## config.mk

```make
export PLATFORM = sky130hd
export DESIGN_NAME = clock_generator_module
export DESIGN_NICKNAME = d
export VERILOG_FILES = /design/src/rtl/clock_generator_module.sv
export SDC_FILE = /design/constraint.sdc
export NUM_CORES = 1
export LEC_CHECK = 0
export CORE_AREA = 2 2 39 41
export CTS_BUF_LIST = sky130_fd_sc_hd__clkbuf_16
export DETAILED_ROUTE_END_ITERATION = 12
export DIE_AREA = 0 0 41 43
export GPL_ROUTABILITY_DRIVEN = 0
export GPL_TIMING_DRIVEN = 0
export PLACE_DENSITY = 0.37
export SLEW_MARGIN = 30
export SYNTH_ARGS = -nofsm -noshare
export SYNTH_HDL_FRONTEND = slang
export SYNTH_SLANG_ARGS = --single-unit
```

## constraint.sdc

```tcl
create_clock -name clk -period 1.2 [get_ports clk]
set_input_delay 0.24 -clock clk [delete_from_list [all_inputs] [get_ports clk]]
set_output_delay 0.24 -clock clk [all_outputs]
set_load 0.05 [all_outputs]
```

## src/rtl/clock_generator_module.sv

```systemverilog
`default_nettype none
// ============================================================================
// Module      : clock_generator_module
// Description : Derives two registered 50%-duty divided clocks (clkFast and
//               clkSlow) from a single system clock, with a shared count
//               enable and optional one-cycle strobes that mark each rising
//               transition of the divided clocks.
//               Optional feature macro: CLKGEN_TICK_EN
//                 defined   -> fastTick / slowTick strobes are generated
//                 undefined -> fastTick / slowTick are tied to 0 (no flops)
// Revision    : 1.0 - initial release
// ============================================================================
module clock_generator_module #(
    parameter int FAST_DIV = 2,
    parameter int SLOW_DIV = 8
) (
    input  logic clk,
    input  logic rst,
    input  logic en,
    output logic clkSlow,
    output logic clkFast,
    output logic slowTick,
    output logic fastTick
);

    // Half-period lengths in clk cycles; each counter runs 0..HALF-1.
    localparam int c_FAST_HALF = FAST_DIV / 2;
    localparam int c_SLOW_HALF = SLOW_DIV / 2;

    // A half period of one cycle still needs a 1-bit counter.
    localparam int c_FAST_W = (c_FAST_HALF > 1) ? $clog2(c_FAST_HALF) : 1;
    localparam int c_SLOW_W = (c_SLOW_HALF > 1) ? $clog2(c_SLOW_HALF) : 1;

    localparam logic [c_FAST_W-1:0] c_FAST_LAST = c_FAST_W'(c_FAST_HALF - 1);
    localparam logic [c_SLOW_W-1:0] c_SLOW_LAST = c_SLOW_W'(c_SLOW_HALF - 1);
    localparam logic [c_FAST_W-1:0] c_FAST_ONE  = c_FAST_W'(1);
    localparam logic [c_SLOW_W-1:0] c_SLOW_ONE  = c_SLOW_W'(1);

    // Reject illegal divider settings while elaborating.
    generate
        if ((FAST_DIV < 2) || ((FAST_DIV % 2) != 0)) begin : g_badFastDiv
            $error("clock_generator_module: FAST_DIV must be even and >= 2");
        end
        if ((SLOW_DIV < 2) || ((SLOW_DIV % 2) != 0)) begin : g_badSlowDiv
            $error("clock_generator_module: SLOW_DIV must be even and >= 2");
        end
        if ((FAST_DIV >= 2) && ((SLOW_DIV % FAST_DIV) != 0)) begin : g_badRatio
            $error("clock_generator_module: SLOW_DIV must be a multiple of FAST_DIV");
        end
    endgenerate

    logic [c_FAST_W-1:0] r_fCnt;
    logic [c_SLOW_W-1:0] r_sCnt;
    logic                r_clkFast;
    logic                r_clkSlow;
    logic                w_fWrap;
    logic                w_sWrap;

    // Terminal-count detection; a wrap only happens on an enabled edge.
    assign w_fWrap = en && (r_fCnt == c_FAST_LAST);
    assign w_sWrap = en && (r_sCnt == c_SLOW_LAST);

    // Fast divider: count half period, toggle clkFast and wrap to 0 at the end.
    always_ff @(posedge clk) begin
        if (rst) begin
            r_fCnt    <= '0;
            r_clkFast <= 1'b0;
        end else if (w_fWrap) begin
            r_fCnt    <= '0;
            r_clkFast <= ~r_clkFast;
        end else if (en) begin
            r_fCnt    <= r_fCnt + c_FAST_ONE;
        end
    end

    // Slow divider: same rule as the fast one; its wraps line up with fast
    // wraps because both start together and SLOW_DIV is a multiple of FAST_DIV.
    always_ff @(posedge clk) begin
        if (rst) begin
            r_sCnt    <= '0;
            r_clkSlow <= 1'b0;
        end else if (w_sWrap) begin
            r_sCnt    <= '0;
            r_clkSlow <= ~r_clkSlow;
        end else if (en) begin
            r_sCnt    <= r_sCnt + c_SLOW_ONE;
        end
    end

    assign clkFast = r_clkFast;
    assign clkSlow = r_clkSlow;

`ifdef CLKGEN_TICK_EN
    logic r_fastTick;
    logic r_slowTick;

    // Strobe is set on the same edge that drives a divided clock 0->1, so it
    // reads high in exactly the first cycle the clock reads high.
    always_ff @(posedge clk) begin
        if (rst) begin
            r_fastTick <= 1'b0;
            r_slowTick <= 1'b0;
        end else begin
            r_fastTick <= w_fWrap && !r_clkFast;
            r_slowTick <= w_sWrap && !r_clkSlow;
        end
    end

    assign fastTick = r_fastTick;
    assign slowTick = r_slowTick;
`else
    assign fastTick = 1'b0;
    assign slowTick = 1'b0;
`endif

endmodule
`default_nettype wire

```

==> metrics.txt <==
run status=completed; sequential area share after synthesis=0.4324; fill cell count=144; top cell type's share of synthesized area=0.4324; Initial Util=0.1673; Final Cell Area=369.1 sq um; worst hold path depth=2; endpoints failing hold=0; pwr/cell area=2130 mW/mm^2; Synth Area in XOR/XNOR=0; Max stage delay on crit path=370 ps; Seq pwr share=0.231; Clk pwr share=0.680; die area=0.001763 sq mm; Routed Antenna Nets=0; Vias/cell=3.833; row cnt=14; clk buf depth=2; unrepaired setup endpoints after global routing=no; Internal=633.2 uW; period utilization=0.9730; Synth Area in Adders=0.05405; initial antenna violation count=0; met1 WL=140 um; Top delay family on crit path=buffers and inverters; Static Leak=0.1588 nW; Min Clock Period, post-route=1168 ps; clk_skew=0.3657 ps; final design utilization=0.2667; largest net degree at the start of global routing=9; first drt pass iteration count=1; number of CTS-inserted buffers=3; DRT Wirelength=414 um; Synth area leader=dfxtp_1; Placeable Area=0.001384 sq mm; worst path bufs/invs=1; I/O pins=7; sw frac=0.1945; clock slew seen by the registers of the worst setup and hold paths=30 ps; MaxCap Viol Count=0; CTS tree=built; fmax=856.5 MHz; Post-Synthesis Cell Area=231.5 sq um; Final setup viols=0; gr ovfl total=0; nets=37; Critical Path Fanout Max=3; Post-Synth Simple-Gate Area=0.2595; Cells after Synth=23; IO Port Bufs=4; post-route total power=786.1 uW; Global Route Usage Sum=0.07236; fraction of power consumed by combinational cells=0.089; P_sw=152.9 uW; routed wl met3=22 um; #FFs+latches synth=5; CP cell instances=clkdlybuf4s15_2; Crit-path slowest cell=clkdlybuf4s15_2; met2 WL=228 um; Synth cell types=14; Chip Height=43 um; post-place instance area=295.3 sq um; critical path type=reg2out; Residual DRC=0; Max Used Layer=met4; via count=184; First DRT Iteration DRCs=0; worst hold path class=in2reg; first-pass GRT wire length=765 um; H-tree levels=1; Layout Cells excl Fill=48; Hold WS=473.0 ps; # diodes=0; die span in x=41 um; placed cell count=44; IR Drop Worst-Case VDD=820.0 uV; clk sinks=5; clk_lat worst skew=230 ps; Setup Fix Bufs, Post-CTS=0; largest family of logic cells by synthesized area=simple AND/OR/NAND/NOR gates; area grow syn2layout=59.46%; CP required=960 ps; clk root buf=clkbuf_16; syn avg cell area=10.06 sq um; post-synthesis mux area share=0.04865; Synth area leaders=dfxtp_1 43%, buf_4 6.5%, nand3b_1 6.5%, ha_1 5.4%, nand2b_1 5.4%; critical path depth in cells=1; Startpoint Class=register; max-slew violation count=0; critical path endpoint category=output pin; DR WL/cell=8.625 um; complex-gate fraction of the synthesized area=0.1243; vias in the first global route=216; synthesis warning total=0; CP arrival=930 ps; depth of the most critical reg-to-reg path=3; fraction of layout cells with a size suffix above 1=0.3125
worst reg2reg max path: stages (launching register included):
cell and delay [ps]:
dfxtp_1 320, ha_1 240, or3b_1 380, a21oi_2 140
placed cells by master (no fill, tap or decap):
cell | Yosys | final
clkdlybuf4s50_1 | 0 | 1
nor2b_1 | 2 | 2
buf_2 | 0 | 1
mux2_2 | 1 | 1
ha_1 | 1 | 1
inv_1 | 0 | 1
dfxtp_1 | 5 | 5
clkdlybuf4s15_2 | 0 | 1
clkbuf_16 | 0 | 3
a21bo_2 | 1 | 1
a21oi_1 | 2 | 2
nor3b_1 | 1 | 1
dlygate4sd2_1 | 0 | 1
nand2b_1 | 2 | 2
conb_1 | 1 | 2
nand3b_1 | 2 | 2
buf_4 | 2 | 2
a21oi_2 | 1 | 1
or3b_1 | 1 | 1
nor2_1 | 1 | 1
cells by family (layout without fill, tap and decap cells):
logic type | Yosys count | in the layout
AOI/OAI and AO/OA | 4 | 4
adders and majority gates | 1 | 1
buffers and inverters | 2 | 10
DFF | 5 | 5
muxes | 1 | 1
other | 1 | 2
and+or+nand+nor | 9 | 9
final timing paths:
| kind | slack [ps] | to | start |
|---|---|---|---|
| setup / recovery | 30 | clkSlow | clkSlow |
| hold / removal | 470 | r_fCnt | en |
| setup reg to reg | 70 | r_sCnt[0] | r_sCnt[0] |
| hold reg to reg | 470 | r_fCnt | r_fCnt |
metal layers:
metal  vias up  global-route usage
met5         -                   0
met4         0              0.1200
met3         4             0.01571
met2         6              0.1094
met1        82             0.05161
li1         92                   -
cell type report:
| class | instances | area, sq um | area share |
|---|---|---|---|
| clock inverters | 1 | 3.754 | 0.01017 |
| plain buffers | 2 | 15.01 | 0.04068 |
| well taps | 16 | 20.02 | 0.05424 |
| repair buffers | 4 | 35.03 | 0.09492 |
| multi-input cells | 17 | 120.1 | 0.3254 |
| flip-flops and latches | 5 | 100.1 | 0.2712 |
| clock buffers | 3 | 75.07 | 0.2034 |
timing repair:
action | 4_1_cts | 5_1_grt
pin swaps | 0 | 0
resized for setup | 7 | 2
hold endpoints to repair | 0 | 0
hold buffers | 0 | 0
setup endpoints to repair | 4 | 1
synth_stat cells:
cell      n
nand3b_1  2
nand2b_1  2
a21bo_2   1
ha_1      1
a21oi_1   2
nor2_1    1
conb_1    1
mux2_2    1
dfxtp_1   5
or3b_1    1
a21oi_2   1
nor3b_1   1
nor2b_1   2
buf_4     2
flip-flops by register name, indices dropped and copies added, names as in the netlist:
register,cells
clkSlow,1
r_fCnt,1
clkFast,1
r_sCnt,2
per-stage QoR:
step,TNS [ps],setup slack [ps]
2_1_floorplan,0,116.8
5_1_grt,0,3.291
3_5_place_dp,-866.0,-284.2
6_report,0,32.45
4_1_cts,0,4.098
3_3_place_gp,-781.4,-243.5
power groups by stage:
stage	combinational, mW	sequential (mW)	clock (mW)
floorplan	0.0390	0.196	0
global placement	0.0719	0.184	0
detailed placement	0.0742	0.184	0
CTS	0.0726	0.182	0.543
global route	0.0747	0.183	0.560
finish	0.0696	0.182	0.535
Note: power is estimated with default switching activity, not from simulation.
